[config.mk]
export PLATFORM = sky130hd
export DESIGN_NAME = task_ring_dispatcher
export DESIGN_NICKNAME = d
export VERILOG_FILES = /design/src/rtl/pifo_vtree_pkg.sv /design/src/rtl/slot_rr_arbiter.sv /design/src/rtl/task_ring_dispatcher.sv
export SDC_FILE = /design/constraint.sdc
export NUM_CORES = 1
export LEC_CHECK = 0
export CAP_MARGIN = 40
export CELL_PAD_IN_SITES_DETAIL_PLACEMENT = 1
export CELL_PAD_IN_SITES_GLOBAL_PLACEMENT = 1
export CORE_MARGIN = 2
export CORE_UTILIZATION = 35
export CTS_CLUSTER_DIAMETER = 80
export DETAILED_ROUTE_END_ITERATION = 7
export PLACE_DENSITY = 0.86
export RECOVER_POWER = 25
export SLEW_MARGIN = 10
export SYNTH_ARGS = -nofsm -noshare
export SYNTH_HDL_FRONTEND = slang
export SYNTH_SLANG_ARGS = --single-unit
[constraint.sdc]
create_clock -name i_clk -period 3.5 [get_ports i_clk]
set_input_delay 0.35 -clock i_clk [delete_from_list [all_inputs] [get_ports i_clk]]
set_output_delay 0.35 -clock i_clk [all_outputs]
set_load 0.005 [all_outputs]
[src/rtl/pifo_vtree_pkg.sv]
// pifo_vtree_pkg: shared types and helpers for the virtualised PIFO ring.
// Holds default configuration, derived widths (TNB, TASK_W), the task entry
// layout task_t {push, pop, push_tree_id, pop_tree_id, data} and root_slot().
package pifo_vtree_pkg;
   localparam int DEF_PTW      = 16;
   localparam int DEF_MTW      = 0;
   localparam int DEF_LEVEL    = 4;
   localparam int DEF_TREE_NUM = 4;
   localparam int DEF_MIN_GAP  = 2;
   localparam int TNB          = $clog2(DEF_TREE_NUM);
   localparam int TASK_W       = DEF_PTW + DEF_MTW + 2 * TNB + 2;
   typedef struct packed {
      logic                       push;
      logic                       pop;
      logic [TNB-1:0]             push_tree_id;
      logic [TNB-1:0]             pop_tree_id;
      logic [DEF_PTW+DEF_MTW-1:0] data;
   } task_t;
   function automatic int unsigned root_slot(input int unsigned tree_id, input int unsigned level);
      return tree_id % level;
   endfunction
endpackage

[src/rtl/slot_rr_arbiter.sv]
// slot_rr_arbiter: picks one requester per ring slot, one-hot grant.
// Ports: i_clk, i_arst (async, active-high), i_req[N] requests, o_gnt[N] one-hot grant.
// TASK_RING_DISPATCHER_RR_EN defined: round-robin, pointer moves to grant+1 after a grant.
// Otherwise: fixed priority, lowest index wins, no state.
module slot_rr_arbiter #(
   parameter int N = 4
)(
   input  logic         i_clk,
   input  logic         i_arst,
   input  logic [N-1:0] i_req,
   output logic [N-1:0] o_gnt
);
`ifdef TASK_RING_DISPATCHER_RR_EN
   localparam int PW = $clog2(N);
   logic [PW-1:0] r_ptr;
   logic [PW-1:0] w_idx;
   logic [PW-1:0] w_win;
   logic          w_any;
   always_comb begin
      o_gnt = '0;
      w_any = 1'b0;
      w_win = r_ptr;
      w_idx = r_ptr;
      for (int i = 0; i < N; i++) begin
         w_idx = r_ptr + PW'(i);
         if (!w_any && i_req[w_idx]) begin
            o_gnt[w_idx] = 1'b1;
            w_any        = 1'b1;
            w_win        = w_idx;
         end
      end
   end
   always_ff @(posedge i_clk or posedge i_arst) begin
      if (i_arst) r_ptr <= '0;
      else if (w_any) r_ptr <= w_win + PW'(1);
   end
`else
   logic w_unused;
   logic w_any;
   assign w_unused = i_clk ^ i_arst;
   always_comb begin
      o_gnt = '0;
      w_any = 1'b0;
      for (int i = 0; i < N; i++) begin
         if (!w_any && i_req[i]) begin
            o_gnt[i] = 1'b1;
            w_any    = 1'b1;
         end
      end
   end
`endif
endmodule

[src/rtl/task_ring_dispatcher.sv]
// task_ring_dispatcher: drains per-slot show-ahead task FIFOs into the LEVEL-slot RPU ring.
// Ports: i_clk, i_arst (async, active-high); i_fifo_empty/i_fifo_data FIFO heads;
// o_pop_fifo (combinational head consume); o_rpu_push/o_rpu_pop/o_rpu_tree_id/
// o_rpu_push_data registered ring injections (payload all-ones when not a push).
// Optional: TASK_RING_DISPATCHER_RR_EN selects round-robin slot arbitration.
module task_ring_dispatcher
   import pifo_vtree_pkg::*;
#(
   parameter  int PTW      = DEF_PTW,
   parameter  int MTW      = DEF_MTW,
   parameter  int LEVEL    = DEF_LEVEL,
   parameter  int TREE_NUM = DEF_TREE_NUM,
   parameter  int MIN_GAP  = DEF_MIN_GAP,
   localparam int NB       = $clog2(TREE_NUM),
   localparam int DW       = PTW + MTW,
   localparam int TW       = DW + 2 * NB + 2
)(
   input  logic             i_clk,
   input  logic             i_arst,
   input  logic [LEVEL-1:0] i_fifo_empty,
   input  logic [TW-1:0]    i_fifo_data [LEVEL],
   output logic [LEVEL-1:0] o_pop_fifo,
   output logic [LEVEL-1:0] o_rpu_push,
   output logic [LEVEL-1:0] o_rpu_pop,
   output logic [NB-1:0]    o_rpu_tree_id [LEVEL],
   output logic [DW-1:0]    o_rpu_push_data [LEVEL]
);
   localparam int LB = $clog2(LEVEL);
   localparam int CW = $clog2(MIN_GAP) + 1;
   localparam logic [LB-1:0] HOP_LD = LB'(LEVEL - 1);
   localparam logic [CW-1:0] GAP_LD = CW'(MIN_GAP - 1);
   logic [LB-1:0]       r_hops [LEVEL];
   logic [CW-1:0]       r_cd [TREE_NUM];
   logic [LEVEL-1:0]    r_split;
   logic [LEVEL-1:0]    w_is_pop, w_op, w_none, w_elig, w_granted, w_free;
   logic [LEVEL-1:0]    w_inj_push, w_inj_pop;
   logic [NB-1:0]       w_tree [LEVEL];
   logic [LB-1:0]       w_slot [LEVEL];
   logic [LEVEL-1:0]    w_req [LEVEL];
   logic [LEVEL-1:0]    w_gnt [LEVEL];
   logic [NB-1:0]       w_inj_tree [LEVEL];
   logic [DW-1:0]       w_inj_data [LEVEL];
   logic [TREE_NUM-1:0] w_issue;

   // A slot is free next cycle unless a traveller with more than one hop left arrives from upstream.
   always_comb begin
      for (int s = 0; s < LEVEL; s++) w_free[s] = r_hops[(s + LEVEL - 1) % LEVEL] <= LB'(1);
      for (int f = 0; f < LEVEL; f++) begin
         w_is_pop[f] = i_fifo_data[f][TW-2] & ~r_split[f];
         w_op[f]     = ~i_fifo_empty[f] & (w_is_pop[f] | i_fifo_data[f][TW-1]);
         w_none[f]   = ~i_fifo_empty[f] & ~i_fifo_data[f][TW-1] & ~i_fifo_data[f][TW-2];
         w_tree[f]   = w_is_pop[f] ? i_fifo_data[f][DW +: NB] : i_fifo_data[f][DW + NB +: NB];
         w_slot[f]   = LB'(root_slot(32'(w_tree[f]), LEVEL));
         w_elig[f]   = w_op[f] & w_free[w_slot[f]] & (r_cd[w_tree[f]] == '0);
      end
   end

   always_comb begin
      for (int s = 0; s < LEVEL; s++)
         for (int f = 0; f < LEVEL; f++) w_req[s][f] = w_elig[f] & (w_slot[f] == LB'(s));
   end

   for (genvar g = 0; g < LEVEL; g++) begin : g_arb
      slot_rr_arbiter #(.N(LEVEL)) u_arb (
         .i_clk  (i_clk),
         .i_arst (i_arst),
         .i_req  (w_req[g]),
         .o_gnt  (w_gnt[g])
      );
   end

   always_comb begin
      w_granted  = '0;
      w_inj_push = '0;
      w_inj_pop  = '0;
      w_issue    = '0;
      for (int s = 0; s < LEVEL; s++) begin
         w_inj_tree[s] = '0;
         w_inj_data[s] = '1;
         for (int f = 0; f < LEVEL; f++) begin
            if (w_gnt[s][f]) begin
               w_granted[f]      = 1'b1;
               w_inj_push[s]     = ~w_is_pop[f];
               w_inj_pop[s]      = w_is_pop[f];
               w_inj_tree[s]     = w_tree[f];
               w_inj_data[s]     = w_is_pop[f] ? '1 : i_fifo_data[f][DW-1:0];
               w_issue[w_tree[f]] = 1'b1;
            end
         end
      end
   end

   // The head of a push+pop entry stays until its second (push) half issues.
   always_comb begin
      for (int f = 0; f < LEVEL; f++)
         o_pop_fifo[f] = ~i_arst & (w_none[f] | (w_granted[f] & ~(w_is_pop[f] & i_fifo_data[f][TW-1])));
   end

   always_ff @(posedge i_clk or posedge i_arst) begin
      if (i_arst) begin
         r_split         <= '0;
         r_hops          <= '{default: '0};
         r_cd            <= '{default: '0};
         o_rpu_push      <= '0;
         o_rpu_pop       <= '0;
         o_rpu_tree_id   <= '{default: '0};
         o_rpu_push_data <= '{default: '1};
      end else begin
         for (int f = 0; f < LEVEL; f++)
            r_split[f] <= w_granted[f] ? (w_is_pop[f] & i_fifo_data[f][TW-1]) : r_split[f];
         for (int s = 0; s < LEVEL; s++)
            r_hops[s] <= (w_inj_push[s] | w_inj_pop[s]) ? HOP_LD :
                         (r_hops[(s + LEVEL - 1) % LEVEL] != '0 ? r_hops[(s + LEVEL - 1) % LEVEL] - LB'(1) : '0);
         for (int t = 0; t < TREE_NUM; t++)
            r_cd[t] <= w_issue[t] ? GAP_LD : (r_cd[t] != '0 ? r_cd[t] - CW'(1) : '0);
         o_rpu_push      <= w_inj_push;
         o_rpu_pop       <= w_inj_pop;
         o_rpu_tree_id   <= w_inj_tree;
         o_rpu_push_data <= w_inj_data;
      end
   end
endmodule
# Yosys cells after proc, flatten, opt, wreduce, memory -nomap -nowiden
# Cells that the tools add are included.
# classes
bitwise,108
order_cmp,16
add_sub_neg,8
reduce_logical,44
n_eq_ne,12
muxes,172
# op_table
op,n
16-bit 2-to-1 mux,20
2-bit 2-to-1 mux,44
1-bit 2-to-1 mux,80
4-bit 2-to-1 mux,16
4-bit OR,15
1-bit bitwise AND,52
1-bit NOT,25
2-bit binary-select mux with 2-bit select,4
2-bit equality test (second input constant),8
1-bit logical AND,16
2-bit zero test,8
2-bit nonzero test,8
2-bit by 1-bit subtractor with 2-bit output (second input constant),8
3-bit greater-or-equal comparator (second input constant),4
1-bit zero test,12
2-bit by 3-bit < comparator with 1-bit output (second input constant),4
2-bit NOT with 3-bit output,4
1-bit OR,12
1-bit binary-select mux with 2-bit select,4
1-bit demux with 2-bit select,4
2-bit by 1-bit equality test with 1-bit output (second input constant),4
2-bit by 1-bit greater-or-equal comparator with 1-bit output (second input constant),4
2-bit by 1-bit <= comparator with 1-bit output (second input constant),4
# word_totals
register_bits,100
out_inout_bits,84
word_cells,382

# Logic depth before layout (Yosys ltp)
# Gate-level depths: netlist of the first run.
# logic_depth
ltp_word,46
mapped_depth,10
ltp_nobuf,7

# By module
# Synthesis of the first run repeated with hierarchy kept, for this count alone.
# unflattened
cells_unflattened,638
area_unflattened_um2,6127.1
# modules_own_cells
mod,area_each_um2,instances,seq_area_each_um2,cells_per_inst
task_ring_dispatcher,5982.0,1,2582.5,622
slot_rr_arbiter,36.3,4,0.0,4

# Worst setup path after synthesis of the first run
# OpenSTA, ideal clock, no wires.
# synth_path
path_kind,register to output
startpoint,register r_split[1]
endpoint,output port o_pop_fifo[3]
arrival_time_ns,2.653
slack_ns,0.497
stages_incl_launch_ff,9
t_required_ns,3.150
path_cell_list,dfrtp_1 > nand2b_4 > or4_4 > a2111oi_4 > nor4bb_1 > buf_6 > or2_0 > or4_1 > a22o_1
# synth_via
elab_chain_len,25
word_cells_on_any_way,61
# synth_rtl
item,line_no,rtl
"start, declared",task_ring_dispatcher.sv:34,logic [LEVEL-1:0] r_split;
"start signal, assigned by index",task_ring_dispatcher.sv:110,r_split[f] <= w_granted[f] ? (w_is_pop[f] & i_fifo_data[f][TW-1]) : r_split[f];
1-bit NOT (*),task_ring_dispatcher.sv:49,w_is_pop[f] = i_fifo_data[f][TW-2] & ~r_split[f];
1-bit bitwise AND (*),task_ring_dispatcher.sv:49,
2-bit 2-to-1 mux,task_ring_dispatcher.sv:52,w_tree[f] = w_is_pop[f] ? i_fifo_data[f][DW +: NB] : i_fifo_data[f][DW + NB +: NB];
2-bit NOT with 3-bit output (implied by the code),task_ring_dispatcher.sv:54,w_elig[f] = w_op[f] & w_free[w_slot[f]] & (r_cd[w_tree[f]] == '0);
2-bit binary-select mux with 2-bit select,task_ring_dispatcher.sv:54,
2-bit 2-to-1 mux (implied by the code) (2 in series),task_ring_dispatcher.sv:54,
2-bit zero test,task_ring_dispatcher.sv:54,
1-bit bitwise AND,task_ring_dispatcher.sv:54,
[6 not listed],n/a,
1-bit zero test,slot_rr_arbiter.sv:45,if (!w_any && i_req[i]) begin
1-bit logical AND,slot_rr_arbiter.sv:45,
1-bit 2-to-1 mux,slot_rr_arbiter.sv:45,
1-bit 2-to-1 mux (3 in series),task_ring_dispatcher.sv:81,if (w_gnt[s][f]) begin
1-bit 2-to-1 mux (*),task_ring_dispatcher.sv:81,
1-bit bitwise AND (*),task_ring_dispatcher.sv:96,o_pop_fifo[f] = ~i_arst & (w_none[f] | (w_granted[f] & ~(w_is_pop[f] & i_fifo_data[f][TW-1])));
1-bit OR (*),task_ring_dispatcher.sv:96,
1-bit bitwise AND (*),task_ring_dispatcher.sv:96,
"end, declared",task_ring_dispatcher.sv:22,"output logic [LEVEL-1:0] o_pop_fifo,"
# Every way passes the cells marked *; elsewhere a longest branch is shown, timed or not. The select of a mux whose other input is x is not followed.

# Final worst setup path of the first run
# layout_path
startpoint,register r_cd[7] in the netlist's numbering
endpoint,output port o_pop_fifo[3]
# layout_via
elab_chain_len,23
word_cells_on_any_way,83
# layout_rtl
item,line_no,rtl
"start, declared",task_ring_dispatcher.sv:33,logic [CW-1:0] r_cd [TREE_NUM];
"start signal, assigned by index",task_ring_dispatcher.sv:115,r_cd[t] <= w_issue[t] ? GAP_LD : (r_cd[t] != '0 ? r_cd[t] - CW'(1) : '0);
2-bit binary-select mux with 2-bit select,task_ring_dispatcher.sv:54,
2-bit 2-to-1 mux (implied by the code) (2 in series),task_ring_dispatcher.sv:54,
2-bit zero test,task_ring_dispatcher.sv:54,
1-bit bitwise AND,task_ring_dispatcher.sv:54,
1-bit bitwise AND,task_ring_dispatcher.sv:60,for (int f = 0; f < LEVEL; f++) w_req[s][f] = w_elig[f] & (w_slot[f] == LB'(s));
1-bit 2-to-1 mux,slot_rr_arbiter.sv:45,
1-bit zero test,slot_rr_arbiter.sv:45,
1-bit logical AND,slot_rr_arbiter.sv:45,
[4 not listed],n/a,
1-bit zero test,slot_rr_arbiter.sv:45,
1-bit logical AND,slot_rr_arbiter.sv:45,
1-bit 2-to-1 mux,slot_rr_arbiter.sv:45,
1-bit 2-to-1 mux (3 in series),task_ring_dispatcher.sv:81,
1-bit 2-to-1 mux (*),task_ring_dispatcher.sv:81,
1-bit bitwise AND (*),task_ring_dispatcher.sv:96,
1-bit OR (*),task_ring_dispatcher.sv:96,
1-bit bitwise AND (*),task_ring_dispatcher.sv:96,
# Marks and branches as above.

==> insert_results.sql, run 1 <==
INSERT INTO impl_metrics (metric_group, metric, value, unit) VALUES
('run_status', 'run_status', 'finished with violations', ''),
('run_status', 'failed_checks', 'negative setup slack', ''),
('setup_path', 'count_of_buffering_cells_on_the_critical_path_with_inverters_included', '2', ''),
('clocking', 'holdBufCountCts', '0', ''),
('setup_path', 'cpPeakStageDelay', '0.41', 'ns'),
('placement', 'gp_routability_congestion', '0.9242', ''),
('power', 'power.density', '535.6', 'mW/mm2'),
('synth', 'synth_top_cells_by_area', 'sky130_fd_sc_hd__dfstp_2 (32%), sky130_fd_sc_hd__dfrtp_1 (17%), sky130_fd_sc_hd__a221oi_1 (9.9%)', ''),
('job', 'max_cap_violations', '0', ''),
('power', 'peak_ir_drop_on_the_vdd_network', '0.3273', 'mV'),
('final_layout', 'nets', '856', ''),
('setup_path', 'critPathLaunchType', 'register', ''),
('clocking', 'cts_inserted_buffers', '9', ''),
('sta', 'post-route-worst-setup-slack', '-0.01793', 'ns'),
('final_layout', 'layout.cells.non_filler', '951', ''),
('drt', 'drc', '0', ''),
('final_layout', 'fillerInstances', '1596', ''),
('drt', 'detailroute.via_count', '5977', ''),
('setup_path', 'timing.rr.start', 'r_cd[0]', ''),
('floorplan', 'area_of_the_die', '0.01610', 'mm2'),
('drt', 'post_drt_wl_per_cell', '24.96', 'um'),
('placement', 'port_buffers', '177', ''),
('drt', 'initialDrtViolationCount', '576', ''),
('floorplan', 'rows', '44', ''),
('power', 'power.static_leakage', '0.003308', 'uW'),
('setup_path', 'criticalPathCategory', 'reg -> out', ''),
('drt', 'totalWireLength', '23740', 'um'),
('worst_hold_path', 'worstHoldPathCells', '1', ''),
('power', 'intPower', '2856', 'uW'),
('floorplan', 'ios', '178', ''),
('setup_path', 'arrival', '3.17', 'ns'),
('final_layout', 'leading_cell_types_in_the_layout_fill_and_taps_excluded', 'sky130_fd_sc_hd__clkdlybuf4s50_1 (170), sky130_fd_sc_hd__buf_4 (77), sky130_fd_sc_hd__dfstp_2 (64)', ''),
('sta', 'timing.clock.skew', '0.009971', 'ns'),
('clocking', 'htreeDepth', '3', ''),
('synth', 'synth-warning-count', '0', ''),
('final_layout', 'regArea', '0.002584', 'mm2'),
('clocking', 'clock_latency', '0.37', 'ns'),
('sta', 'setup_viol', '1', ''),
('sta', 'max_freq', '0.2843', 'GHz'),
('setup_path', 'path_cells', 'buf_4, or2_2, nor2_1, nand4_1, and4_1, or2_1, or4_1, a22o_1, dlygate4sd2_1', ''),
('clocking', 'root_buffer', 'sky130_fd_sc_hd__clkbuf_16', ''),
('final_layout', 'p_r_area_growth_vs_syn', '56.05', '%'),
('setup_path', 'capturing_point_of_the_worst_reg2reg_path', 'o_rpu_push_data[15]', ''),
('setup_path', 'critical_path.slowest_cell', 'sky130_fd_sc_hd__or4_1', ''),
('power', 'netSwitchingPower', '1563', 'uW'),
('final_layout', 'post_route_cells_drive_above_1_share', '25.42', '%'),
('synth', 'synth-edff-count', '0', ''),
('drt', 'drt.antenna.violating_nets', '0', ''),
('drt', 'first_pass_iters', '5', ''),
('synth', 'synth_largest_type_area_fraction', '31.81', '%'),
('sta', 'timing.final.max_slew_violations', '0', ''),
('final_layout', 'layout_commonest_cell', 'sky130_fd_sc_hd__clkdlybuf4s50_1', ''),
('setup_path', 'critical_path_required_time', '3.15', 'ns'),
('drt', 'via_per_inst', '6.285', ''),
('setup_path', 'worstSetupPathDepth', '9', ''),
('placement', 'placedCellCount', '930', ''),
('clocking', 'worst_setup_hold_path_clk_slew', '0.07', 'ns'),
('power', 'p_comb_share', '39.9', '%'),
('power', 'clock_power_share', '23.6', '%'),
('synth', 'synthCells', '524', ''),
('floorplan', 'design.core.area', '0.01464', 'mm2'),
('synth', 'yosys_most_used_dff', 'sky130_fd_sc_hd__dfstp_2', ''),
('setup_path', 'path_delay_family', 'simple AND/OR/NAND/NOR gates', ''),
('synth', 'synth_top_cell_by_area', 'sky130_fd_sc_hd__dfstp_2', ''),
('global_routing', 'grt_util_met3', '6.453', '%'),
('synth', 'synth.distinct_cells', '58', ''),
('power', 'seqPwrFrac', '36.5', '%'),
('global_routing', 'grt_util_all_layers', '29.29', '%'),
('global_routing', 'grt_overflow_total', '0', ''),
('global_routing', 'global_route.peak_usage_layer', 'met2', ''),
('synth', 'yosysSeqAreaShare', '48.85', '%');
synth_stat cells (4+ instances only):
library cell	count
sky130_fd_sc_hd__o22ai_1	63
sky130_fd_sc_hd__nor4bb_1	4
sky130_fd_sc_hd__o211ai_1	4
sky130_fd_sc_hd__nor3_1	9
sky130_fd_sc_hd__dfstp_2	64
sky130_fd_sc_hd__clkbuf_1	27
sky130_fd_sc_hd__a21oi_1	6
sky130_fd_sc_hd__a22o_1	4
sky130_fd_sc_hd__o21ai_0	21
sky130_fd_sc_hd__buf_2	5
sky130_fd_sc_hd__and2_1	7
sky130_fd_sc_hd__nand2b_1	24
sky130_fd_sc_hd__nand2_1	25
sky130_fd_sc_hd__a21o_1	5
sky130_fd_sc_hd__a2111oi_0	5
sky130_fd_sc_hd__nor2_1	48
sky130_fd_sc_hd__mux2i_1	12
sky130_fd_sc_hd__a221oi_1	60
sky130_fd_sc_hd__and4_1	4
sky130_fd_sc_hd__or3_1	6
sky130_fd_sc_hd__dfrtp_1	36
sky130_fd_sc_hd__a211o_1	8
sky130_fd_sc_hd__a221o_1	5
sky130_fd_sc_hd__nor2b_1	5
sky130_fd_sc_hd__inv_1	19
sky130_fd_sc_hd__nand3_1	5
how the worst max path moves through the flow:
stage	start	end	slack (ns)
5_1_grt	r_split[1]	o_pop_fifo[3]	-0.1
6_report	r_cd[7]	o_pop_fifo[3]	-0.02
3_5_place_dp	i_fifo_data[64]	o_pop_fifo[2]	-0.37
4_1_cts	r_split[1]	o_pop_fifo[3]	0.02
3_3_place_gp	i_fifo_data[64]	o_pop_fifo[3]	-0.33
2_1_floorplan	r_split[1]	o_pop_fifo[3]	0.50
power by group through the flow:
stage / clock (uW) / combinational [uW] / sequential [uW]
5_1_grt: 1110 / 1870 / 1630
4_1_cts: 1060 / 1740 / 1610
6_report: 1040 / 1760 / 1610
3_3_place_gp: 0 / 1610 / 1600
3_5_place_dp: 0 / 1690 / 1620
2_1_floorplan: 0 / 724 / 1590
final cells by class:
| cell class | instances | area share (%) |
|---|---|---|
| Clock buffer | 11 | 3.079 |
| Multi-Input combinational cell | 374 | 32.35 |
| Tap cell | 184 | 2.791 |
| Timing Repair Buffer | 258 | 28.92 |
| Inverter | 19 | 0.8797 |
| Clock inverter | 5 | 0.6522 |
| Sequential cell | 100 | 31.32 |
sequential cells by signal, indices dropped and copies added, names as in the netlist:
name	flops
o_rpu_tree_id	8
o_rpu_pop	4
r_cd	8
o_rpu_push_data	64
r_split	4
r_hops	8
o_rpu_push	4
metrics by stage:
step | setup WS, ns | util, % | instance area [um2] | hold WS (ns)
after detailed placement | -0.3726 | 53.44 | 7826 | 0.4710
after floorplan | 0.4971 | - | 5298 | 0.4247
after global routing | -0.09502 | 56.33 | 8249 | 0.5059
after CTS | 0.01583 | 56.33 | 8249 | 0.4822
final | -0.01793 | 56.33 | 8249 | 0.4811
after global placement | -0.3296 | 53.26 | 7799 | 0.4457
what timing repair did:
| action | 4_1_cts | 5_1_grt |
|---|---|---|
| hold endpoints to repair | 0 | 0 |
| pin swaps | 9 | 2 |
| setup endpoints to repair | 3 | 2 |
| gates resized for setup | 26 | 8 |
| setup buffers | 5 | 0 |
routing by layer:
metal / part of all wire [%] / wire length (um)
met1: 39 / 9202
met2: 50 / 11910
met3: 7.6 / 1808
met4: 3.5 / 823
met5: 0 / 0
kinds of logic (layout without fill, tap and decap cells):
kind of cell / after synthesis / count (layout) / synth area share, %
AND/OR/NAND/NOR: 160 / 160 / 16.47
buffers and inverters: 53 / 293 / 4.024
flip-flops: 100 / 100 / 48.85
multiplexers: 16 / 16 / 3.172
other: 1 / 4 / 0.07094
AO/OA/AOI/OAI: 194 / 194 / 27.41
(Power assumes the default switching activity.)
==> run 2, diff against run 1 <==
CORE_MARGIN = 3   (was 2)
==> insert_results.sql, run 2 (synthesized netlist as in run 1, its figures left out) <==
INSERT INTO impl_metrics (metric_group, metric, value, unit) VALUES
('run_status', 'run_status', 'finished with violations', ''),
('run_status', 'failed_checks', 'max-capacitance violations, max-slew violations, negative setup slack', ''),
('global_routing', 'grt_overflow_total', '0', ''),
('floorplan', 'die-width', '128.9', 'um'),
('global_routing', 'antenna_found_initial', '0', ''),
('drt', 'detailroute.via_count', '6091', ''),
('final_layout', 'p_r_area_growth_vs_syn', '56.92', '%'),
('drt', 'drt.antenna.violating_nets', '0', ''),
('sta', 'timing.final.crit_period', '3.529', 'ns'),
('floorplan', 'floorplan.initialDensity', '36.10', '%'),
('floorplan', 'area_of_the_die', '0.01661', 'mm2'),
('clocking', 'cts_tree', 'done', ''),
('sta', 'max_freq', '0.2834', 'GHz'),
('sta', 'timing.clock.skew', '0.006632', 'ns'),
('setup_path', 'critical_path_peak_fanout', '4', ''),
('global_routing', 'global_route.usage.met2', '46.95', '%'),
('final_layout', 'utilization', '56.65', '%'),
('setup_path', 'crit_path_end_kind', 'output pin', ''),
('setup_path', 'critPathLaunchType', 'register', ''),
('placement', 'port_buffers', '177', ''),
('final_layout', 'nets', '860', ''),
('global_routing', 'grt_pass1_vias', '6337', ''),
('clocking', 'htreeDepth', '3', ''),
('drt', 'first_pass_iters', '6', ''),
('power', 'post-layout-total-power', '4418', 'uW'),
('global_routing', 'grt_util_all_layers', '27.69', '%'),
('sta', 'finalHoldViolCount', '0', ''),
('clocking', 'worst_setup_hold_path_clk_slew', '0.07', 'ns'),
('final_layout', 'layout_commonest_cell', 'sky130_fd_sc_hd__clkdlybuf4s50_1', ''),
('final_layout', 'n_antenna_cell', '0', ''),
('floorplan', 'design.core.area', '0.01464', 'mm2'),
('floorplan', 'ios', '178', ''),
('drt', 'post_drt_wl_per_cell', '25.04', 'um'),
('clocking', 'clock_path_buffers', '2', ''),
('drt', 'drc', '0', ''),
('final_layout', 'largest_register_ffs', '64', ''),
('worst_hold_path', 'worstHoldPathType', 'reg -> reg', ''),
('global_routing', 'grt_util_met3', '5.064', '%'),
('drt', 'via_per_inst', '6.378', ''),
('final_layout', 'largest_register', 'o_rpu_push_data', ''),
('placement', 'place.detailed.hpwl', '16640', 'um'),
('global_routing', 'globalRouteMet1Util', '34.10', '%'),
('global_routing', 'grt_first_pass_wirelength', '35430', 'um'),
('clocking', 'holdBufCountCts', '0', ''),
('sta', 'post-route-worst-setup-slack', '-0.02896', 'ns'),
('setup_path', 'arrival', '3.18', 'ns'),
('sta', 'timing.slew.headroom', '-48.49', '%'),
('drt', 'totalWireLength', '23910', 'um'),
('placement', 'post_dp_cell_area', '0.007821', 'mm2'),
('placement', 'gp_routability_congestion', '0.9637', ''),
('clocking', 'root_buffer', 'sky130_fd_sc_hd__clkbuf_16', ''),
('power', 'power.density', '532.5', 'mW/mm2'),
('sta', 'max_slew.worst_pin.slew', '2.215', 'ns'),
('job', 'max_cap_violations', '1', ''),
('power', 'power.static_leakage', '0.003360', 'uW'),
('sta', 'setup_viol', '1', ''),
('clocking', 'cts_inserted_buffers', '9', ''),
('setup_path', 'critical_path_required_time', '3.15', 'ns'),
('final_layout', 'leading_cell_types_in_the_layout_fill_and_taps_excluded', 'sky130_fd_sc_hd__clkdlybuf4s50_1 (155), sky130_fd_sc_hd__buf_4 (81), sky130_fd_sc_hd__dfstp_2 (64)', ''),
('clocking', 'clock_latency', '0.36', 'ns'),
('final_layout', 'final_area', '0.008295', 'mm2'),
('clocking', 'cts_sinks', '100', ''),
('sta', 'timing.final.max_slew_violations', '51', ''),
('global_routing', 'grt_start_max_net_pins', '52', ''),
('sta', 'finalHoldWorstSlack', '0.4642', 'ns'),
('power', 'peak_ir_drop_on_the_vdd_network', '0.2878', 'mV'),
('sta', 'finalCritPeriodShare', '100.8', '%'),
('sta', 'rsz_0062_raised_after_global_routing', 'true', ''),
('drt', 'initialDrtViolationCount', '863', ''),
('floorplan', 'dieHeight', '128.9', 'um'),
('floorplan', 'rows', '44', ''),
('setup_path', 'criticalPathCategory', 'reg -> out', ''),
('global_routing', 'global_route.peak_usage_layer', 'met2', ''),
('final_layout', 'post_route_cells_drive_above_1_share', '25.68', '%');
==> run 2: changes by cell type in the layout (fill, tap and decap cells not counted), sizes merged <==
cell           previous run  this run
buf                      79        83
clkbuf                   13        16
clkdlybuf4s15             0         1
clkdlybuf4s50           170       155
clkinv                    3         2
dlygate4sd2               5         2
dlygate4sd3               1        16
dlymetal6s2s              1         2
inv                      20        19
==> run 2: metal layers <==
| layer | up-vias | share of wire [%] |
|---|---|---|
| li1 | 2548 | - |
| met1 | 2955 | 38 |
| met2 | 488 | 48 |
| met3 | 100 | 9.3 |
| met4 | 0 | 4.4 |
| met5 | - | 0 |
==> run 2: critical path, cell delays in order (launching register included) <==
cell	delay [ns]
sky130_fd_sc_hd__dfrtp_1	0.41
sky130_fd_sc_hd__nand2b_4	0.16
sky130_fd_sc_hd__or4_4	0.54
sky130_fd_sc_hd__a2111oi_4	0.39
sky130_fd_sc_hd__buf_4	0.19
sky130_fd_sc_hd__nor4bb_4	0.04
sky130_fd_sc_hd__or2_1	0.26
sky130_fd_sc_hd__or4_1	0.48
sky130_fd_sc_hd__a22o_1	0.23
sky130_fd_sc_hd__clkbuf_2	0.12
==> run 2: cell type report <==
class	instances	area, um2
repair buffers	262	2416
clock inverters	3	26.28
fillers	1593	6349
multi-input cells	374	2686
clock buffers	13	281.5
inverters	19	72.57
well taps	184	230.2
flip-flops and latches	100	2582
==> run 2: final timing paths <==
path	slack, ns	cells after the start	endpoint	start
setup / recovery	-0.03	9	o_pop_fifo[3]	r_split[1]
hold / removal	0.46	1	r_hops[6]	r_hops[0]
setup reg to reg	0.67	10	o_rpu_push_data[28]	r_split[0]
hold reg to reg	0.46	1	r_hops[6]	r_hops[0]
max in group asynchronous	1.10	3	o_rpu_push_data[1]	i_arst
min in group asynchronous	1.33	2	r_split[0]	i_arst
==> run 2: report_power, final <==
| part | leakage (uW) | total, uW | internal [uW] | switching, uW |
|---|---|---|---|---|
| clock network | 0.000152 | 1040 | 571 | 470 |
| registers | 0.00115 | 1600 | 1460 | 142 |
| logic | 0.00206 | 1780 | 855 | 925 |
==> run 2: timing repair <==
item	CTS	global route
setup endpoints to repair	3	3
gates resized for setup	26	12
setup buffers	5	1
pin swaps	10	5
==> run 2: metrics by stage <==
step	TNS [ns]	worst slack [ns]	cells
after detailed placement	-0.9933	-0.4383	933
final	-0.02896	-0.02896	955
after global placement	-0.6261	-0.3020	933
after floorplan	0	0.4971	527
after global routing	-0.1080	-0.08650	955
after CTS	0	0.03821	954
